--- src/rtl/lsu_align_ctrl.sv ---
// Load/store alignment controller: maps byte-addressed core accesses onto a
// word-addressed memory, splitting word-crossing accesses into two cycles.
module lsu_align_ctrl #(
  parameter int ADDR_W  = 8,
  parameter int WADDR_W = 6
) (
  input  logic               clk,
  input  logic               rst,
  input  logic               req_valid,
  input  logic               req_write,
  input  logic [2:0]         funct3,
  input  logic [ADDR_W-1:0]  addr,
  input  logic [31:0]        wdata,
  output logic               stall,
  output logic               done,
  output logic               err,
  output logic [31:0]        rdata,
  output logic [WADDR_W-1:0] mem_addr,
  output logic               mem_re,
  output logic               mem_we,
  output logic [3:0]         mem_be,
  output logic [31:0]        mem_wdata,
  input  logic [31:0]        mem_rdata
);

  typedef enum logic [1:0] {IDLE, ACC0, ACC1, DONE} state_t;

  state_t              state_q, state_d;
  logic                write_q, write_d;
  logic [2:0]          f3_q, f3_d;
  logic [ADDR_W-1:0]   addr_q, addr_d;
  logic [31:0]         wdata_q, wdata_d;
  logic [31:0]         lo_q, lo_d;
  logic [31:0]         rdata_q, rdata_d;
  logic                done_q, done_d;
  logic                err_q, err_d;

  logic [1:0]          off;
  logic [2:0]          size;
  logic [3:0]          ones;
  logic                spans;
  logic [7:0]          m8;
  logic [63:0]         w64;
  logic [WADDR_W-1:0]  word0, word1;
  logic [31:0]         lo_sel, hi_sel, r, load_val;
  logic                req_illegal;

  // Lane geometry of the latched request.
  always_comb begin
    off = addr_q[1:0];
    case (f3_q[1:0])
      2'b00:   begin size = 3'd1; ones = 4'b0001; end
      2'b01:   begin size = 3'd2; ones = 4'b0011; end
      default: begin size = 3'd4; ones = 4'b1111; end
    endcase
    spans = ({1'b0, off} + size) > 3'd4;
    m8    = {4'b0000, ones} << off;
    w64   = {32'h0, wdata_q} << {off, 3'b000};
    word0 = WADDR_W'(addr_q[ADDR_W-1:2]);
    word1 = word0 + WADDR_W'(1);
  end

  assign req_illegal = (funct3 == 3'b011) || (funct3[2:1] == 2'b11) ||
                       (req_write && funct3[2]);

  // In ACC1 the low word was captured last cycle; otherwise it is on the bus now.
  always_comb begin
    lo_sel = (state_q == ACC1) ? lo_q : mem_rdata;
    hi_sel = (state_q == ACC1) ? mem_rdata : 32'h0;
    r      = 32'({hi_sel, lo_sel} >> {off, 3'b000});
    case (f3_q)
      3'b000:  load_val = {{24{r[7]}}, r[7:0]};
      3'b001:  load_val = {{16{r[15]}}, r[15:0]};
      3'b100:  load_val = {24'h0, r[7:0]};
      3'b101:  load_val = {16'h0, r[15:0]};
      default: load_val = r;
    endcase
  end

  // Strobes are gated by rst so they drop before the reset edge lands.
  always_comb begin
    mem_addr  = '0;
    mem_re    = 1'b0;
    mem_we    = 1'b0;
    mem_be    = 4'b0000;
    mem_wdata = 32'h0;
    if (!rst) begin
      case (state_q)
        ACC0: begin
          mem_addr  = word0;
          mem_be    = m8[3:0];
          mem_re    = !write_q;
          mem_we    = write_q;
          mem_wdata = write_q ? w64[31:0] : 32'h0;
        end
        ACC1: begin
          mem_addr  = word1;
          mem_be    = m8[7:4];
          mem_re    = !write_q;
          mem_we    = write_q;
          mem_wdata = write_q ? w64[63:32] : 32'h0;
        end
        default: ;
      endcase
    end
  end

  always_comb begin
    state_d = state_q;
    write_d = write_q;
    f3_d    = f3_q;
    addr_d  = addr_q;
    wdata_d = wdata_q;
    lo_d    = lo_q;
    rdata_d = rdata_q;
    done_d  = 1'b0;
    err_d   = 1'b0;
    case (state_q)
      IDLE: begin
        if (req_valid) begin
          write_d = req_write;
          f3_d    = funct3;
          addr_d  = addr;
          wdata_d = wdata;
          if (req_illegal) begin
            state_d = DONE;
            done_d  = 1'b1;
            err_d   = 1'b1;
            rdata_d = 32'h0;
          end else begin
            state_d = ACC0;
          end
        end
      end
      ACC0: begin
        if (!write_q) lo_d = mem_rdata;
        if (spans) begin
          state_d = ACC1;
        end else begin
          state_d = DONE;
          done_d  = 1'b1;
          rdata_d = write_q ? 32'h0 : load_val;
        end
      end
      ACC1: begin
        state_d = DONE;
        done_d  = 1'b1;
        rdata_d = write_q ? 32'h0 : load_val;
      end
      default: state_d = IDLE;
    endcase
  end

  always_ff @(posedge clk) begin
    if (rst) begin
      state_q <= IDLE;
      write_q <= 1'b0;
      f3_q    <= 3'b000;
      addr_q  <= '0;
      wdata_q <= 32'h0;
      lo_q    <= 32'h0;
      rdata_q <= 32'h0;
      done_q  <= 1'b0;
      err_q   <= 1'b0;
    end else begin
      state_q <= state_d;
      write_q <= write_d;
      f3_q    <= f3_d;
      addr_q  <= addr_d;
      wdata_q <= wdata_d;
      lo_q    <= lo_d;
      rdata_q <= rdata_d;
      done_q  <= done_d;
      err_q   <= err_d;
    end
  end

  assign done  = done_q;
  assign err   = err_q;
  assign rdata = rdata_q;
  assign stall = req_valid && !done_q;

endmodule
--- config.mk ---
export PLATFORM = sky130hd
export DESIGN_NAME = lsu_align_ctrl
export DESIGN_NICKNAME = d
export VERILOG_FILES = /design/src/rtl/lsu_align_ctrl.sv
export SDC_FILE = /design/constraint.sdc
export NUM_CORES = 1
export LEC_CHECK = 0
export CORE_UTILIZATION = 30
export DETAILED_ROUTE_END_ITERATION = 7
export SLEW_MARGIN = 40
export SYNTH_ARGS = -nofsm -noshare
export SYNTH_HDL_FRONTEND = slang
export SYNTH_SLANG_ARGS = --single-unit
--- constraint.sdc ---
create_clock -name clk -period 7.1 [get_ports clk]
set_input_delay 1.775 -clock clk [delete_from_list [all_inputs] [get_ports clk]]
set_output_delay 1.775 -clock clk [all_outputs]
set_load 0.005 [all_outputs]
==> flow_metrics.env <==
export IMPL_status="completed"
export IMPL_worstPathMaxFanout=25
export IMPL_cts_made_buffers=9
export IMPL_grt_pass1_wl_um=34500
export IMPL_drt_vias_per_instance=5.24
export IMPL_first_pass_iters=5
export IMPL_hold_path_class="reg2reg"
export IMPL_clock_sinks=112
export IMPL_syn_area_per_cell_um2=7.69
export IMPL_muxShareOfSynthArea_pct=16.0
export IMPL_fmax_mhz=176
export IMPL_drt_iter0_drc=438
export IMPL_fin_cells=1233
export IMPL_num_rows=53
export IMPL_routed_wl_um=21700
export IMPL_synth_area_leader_cell="dfxtp_1"
export IMPL_nets=1040
export IMPL_ant_nets=0
export IMPL_routabilityCongestion=0.829
export IMPL_async_flop_share_pct=0
export IMPL_die_w_um=149
export IMPL_synth_edf_count=0
export IMPL_dp_hpwl_um=15100
export IMPL_grt_max_degree=84
export IMPL_portBuffers=157
export IMPL_synth_top_area_share_pct=34.5
export IMPL_synthesis_nets=932
export IMPL_finalInstanceArea_mm2=0.00853
export IMPL_synth_compound_area_share_pct=22.0
export IMPL_p_leak_nw=2.82
export IMPL_crit_required_ps=5330
export IMPL_h_tree_depth=3
export IMPL_ir_drop_mv=0.133
export IMPL_final_hold_viol_count=0
export IMPL_drv_slew=0
export IMPL_cap_violations=0
export IMPL_synth_simple_gate_area_share_pct=20.0
export IMPL_ys_ff_latch=112
export IMPL_clk_latency_ps=360
export IMPL_synth_cells=844
export IMPL_synth_xor_area_share_pct=0.135
export IMPL_grt_setup_unrepaired="false"
export IMPL_clockRootBuffer="clkbuf_16"
export IMPL_crit_path_end_kind="primary output"
export IMPL_post_cts_buffers=0
export IMPL_post_cts_resized=0
export IMPL_core_area_mm2=0.0211
export IMPL_synth_top_family_by_area="compound AO/OA/AOI/OAI gates"
export IMPL_relSlewSlack_pct=44.3
export IMPL_ioPinCount=158
export IMPL_seq_area_frac_synth_pct=34.5
export IMPL_worst_slew_pin_slew_ps=835
export IMPL_netlist_area_mm2=0.00649
export IMPL_synthFlopType="dfxtp_1"
export IMPL_synth_area_leaders="dfxtp_1 35%, nand2_1 11%, mux2i_1 10%, a21oi_1 8.4%, nor2_1 4.3%"
export IMPL_holdBufCountCts=0
export IMPL_finalClockSkew_ps=7.59
export IMPL_crit_arrival_ps=3920
export IMPL_min_period_ps=5690
export IMPL_synth_cell_types=51
export IMPL_placedInstanceArea_mm2=0.00824
export IMPL_crit_type="in2out"
export IMPL_min_period_over_period_pct=80.2
export IMPL_clkSlewWorstSetupHoldPaths_ps=70
export IMPL_grt_ovfl_total=0
export IMPL_setup_violations_final=0
export IMPL_p_per_area_mw_per_mm2=305
export IMPL_place_inst=1216
export IMPL_clockBufferDepth=2
export IMPL_grt_pass1_vias=6137
export IMPL_cp_start_kind="input port"
export IMPL_vias=6467
export IMPL_hold_slack_ps=456
export IMPL_start_util_pct=30.8
export IMPL_drive_above_1_share_pct=6.58
export IMPL_fin_setup_tns_ps=0
export IMPL_final_common_cell="nand2_1"
export IMPL_synth_fa_ha_area_share_pct=1.85
export IMPL_die_h_um=149
export IMPL_fillers=2184
export IMPL_p_total_mw=2.60
export IMPL_ys_warn_count=0
export IMPL_grt_usage_pct=20.0
export IMPL_dieArea_mm2=0.0222
export IMPL_final_cell_mix="192 x nand2_1, 156 x clkdlybuf4s50_1, 110 x dfxtp_1, 109 x a21oi_1, 73 x nor2_1"
export IMPL_area_delta_synth_final_pct=31.4
export IMPL_antenna_found_initial=0
export IMPL_tritoncts="yes"
export IMPL_wl_per_cell_um=17.6
export IMPL_drcViolationCount=0
[metal layers]
layer | part of all wire, % | GRT usage [%] | vias up
met5 | 0 | 0 | -
met4 | 2.1 | 6.28 | 0
met3 | 7.6 | 5.11 | 26
met2 | 46 | 32.1 | 223
met1 | 44 | 26.1 | 3039
li1 | - | - | 3179
[cell usage after synthesis (all sizes together) (2+ instances only)]
library cell	count
a22oi	2
and3	8
mux4	8
nand2b	4
o221ai	10
or3	2
o22ai	10
nor3	7
nor2	75
a22o	25
or2	2
o21ai	34
o22a	9
nand4	2
a21oi	109
a31oi	9
ha	8
a211oi	6
inv	11
nand3	15
mux2	17
mux2i	66
nor2b	5
a311oi	8
buf	20
nand2	192
clkbuf	53
dfxtp	112
[critical path, cell delays in order]
cell             delay (ps)
buf_2                   110
nand2b_1                380
or2_2                   600
inv_1                   320
and3_1                  220
clkdlybuf4s50_1         510
[logic make-up (layout without fill, tap and decap cells)]
group | after synthesis | count (layout)
AND/OR/NAND/NOR | 317 | 317
AO/OA/AOI/OAI | 230 | 230
flip-flops | 112 | 112
multiplexers | 91 | 91
buffers and inverters | 84 | 197
adder cells (fa/ha/maj) | 9 | 9
XOR/XNOR | 1 | 1
other | 0 | 1
[path summary, 6_finish.rpt]
path	depth (start not counted)	startpoint	to	slack [ps]
max	6	rst	mem_wdata[31]	1410
min	2	lo_q[7]$_SDFFE_PP0P_	lo_q[7]$_SDFFE_PP0P_	460
max reg2reg	11	addr_q[0]$_SDFFE_PP0P_	rdata[18]$_SDFFE_PP0P_	3550
min reg2reg	2	lo_q[7]$_SDFFE_PP0P_	lo_q[7]$_SDFFE_PP0P_	460
[through the flow]
stage,utilization [%],setup WS (ps)
global route,40.5,1290
global placement,38.8,1440
CTS,40.5,1400
floorplan,-,2650
detailed placement,39.1,1410
finish,40.5,1410
[report_power, final]
part / switching, mW / internal [mW] / leakage [nW] / total (mW)
logic: 0.722 / 0.488 / 1.77 / 1.21
clock network: 0.240 / 0.284 / 0.140 / 0.524
registers: 0.103 / 0.761 / 0.914 / 0.864
total: 1.07 / 1.53 / 2.82 / 2.60
[sequential cells by signal, summed over array words and instances (netlist names)]
register,cells
write_q,1
addr_q,8
wdata_q,32
state_q,2
err,1
rdata,32
lo_q,32
f3_q,3
done,1
[area by class of cell]
cell class | count | area [µm²] | share of cell area, %
Antenna cell | 1 | 2.50 | 0.0293
Clock buffer | 13 | 250 | 2.93
Clock inverter | 3 | 42.5 | 0.499
Inverter | 11 | 41.3 | 0.484
Multi-Input combinational cell | 648 | 3910 | 45.9
Sequential cell | 112 | 2250 | 26.3
Tap cell | 275 | 344 | 4.03
Timing Repair Buffer | 170 | 1690 | 19.8
Note: power is estimated with default switching activity, not from simulation.
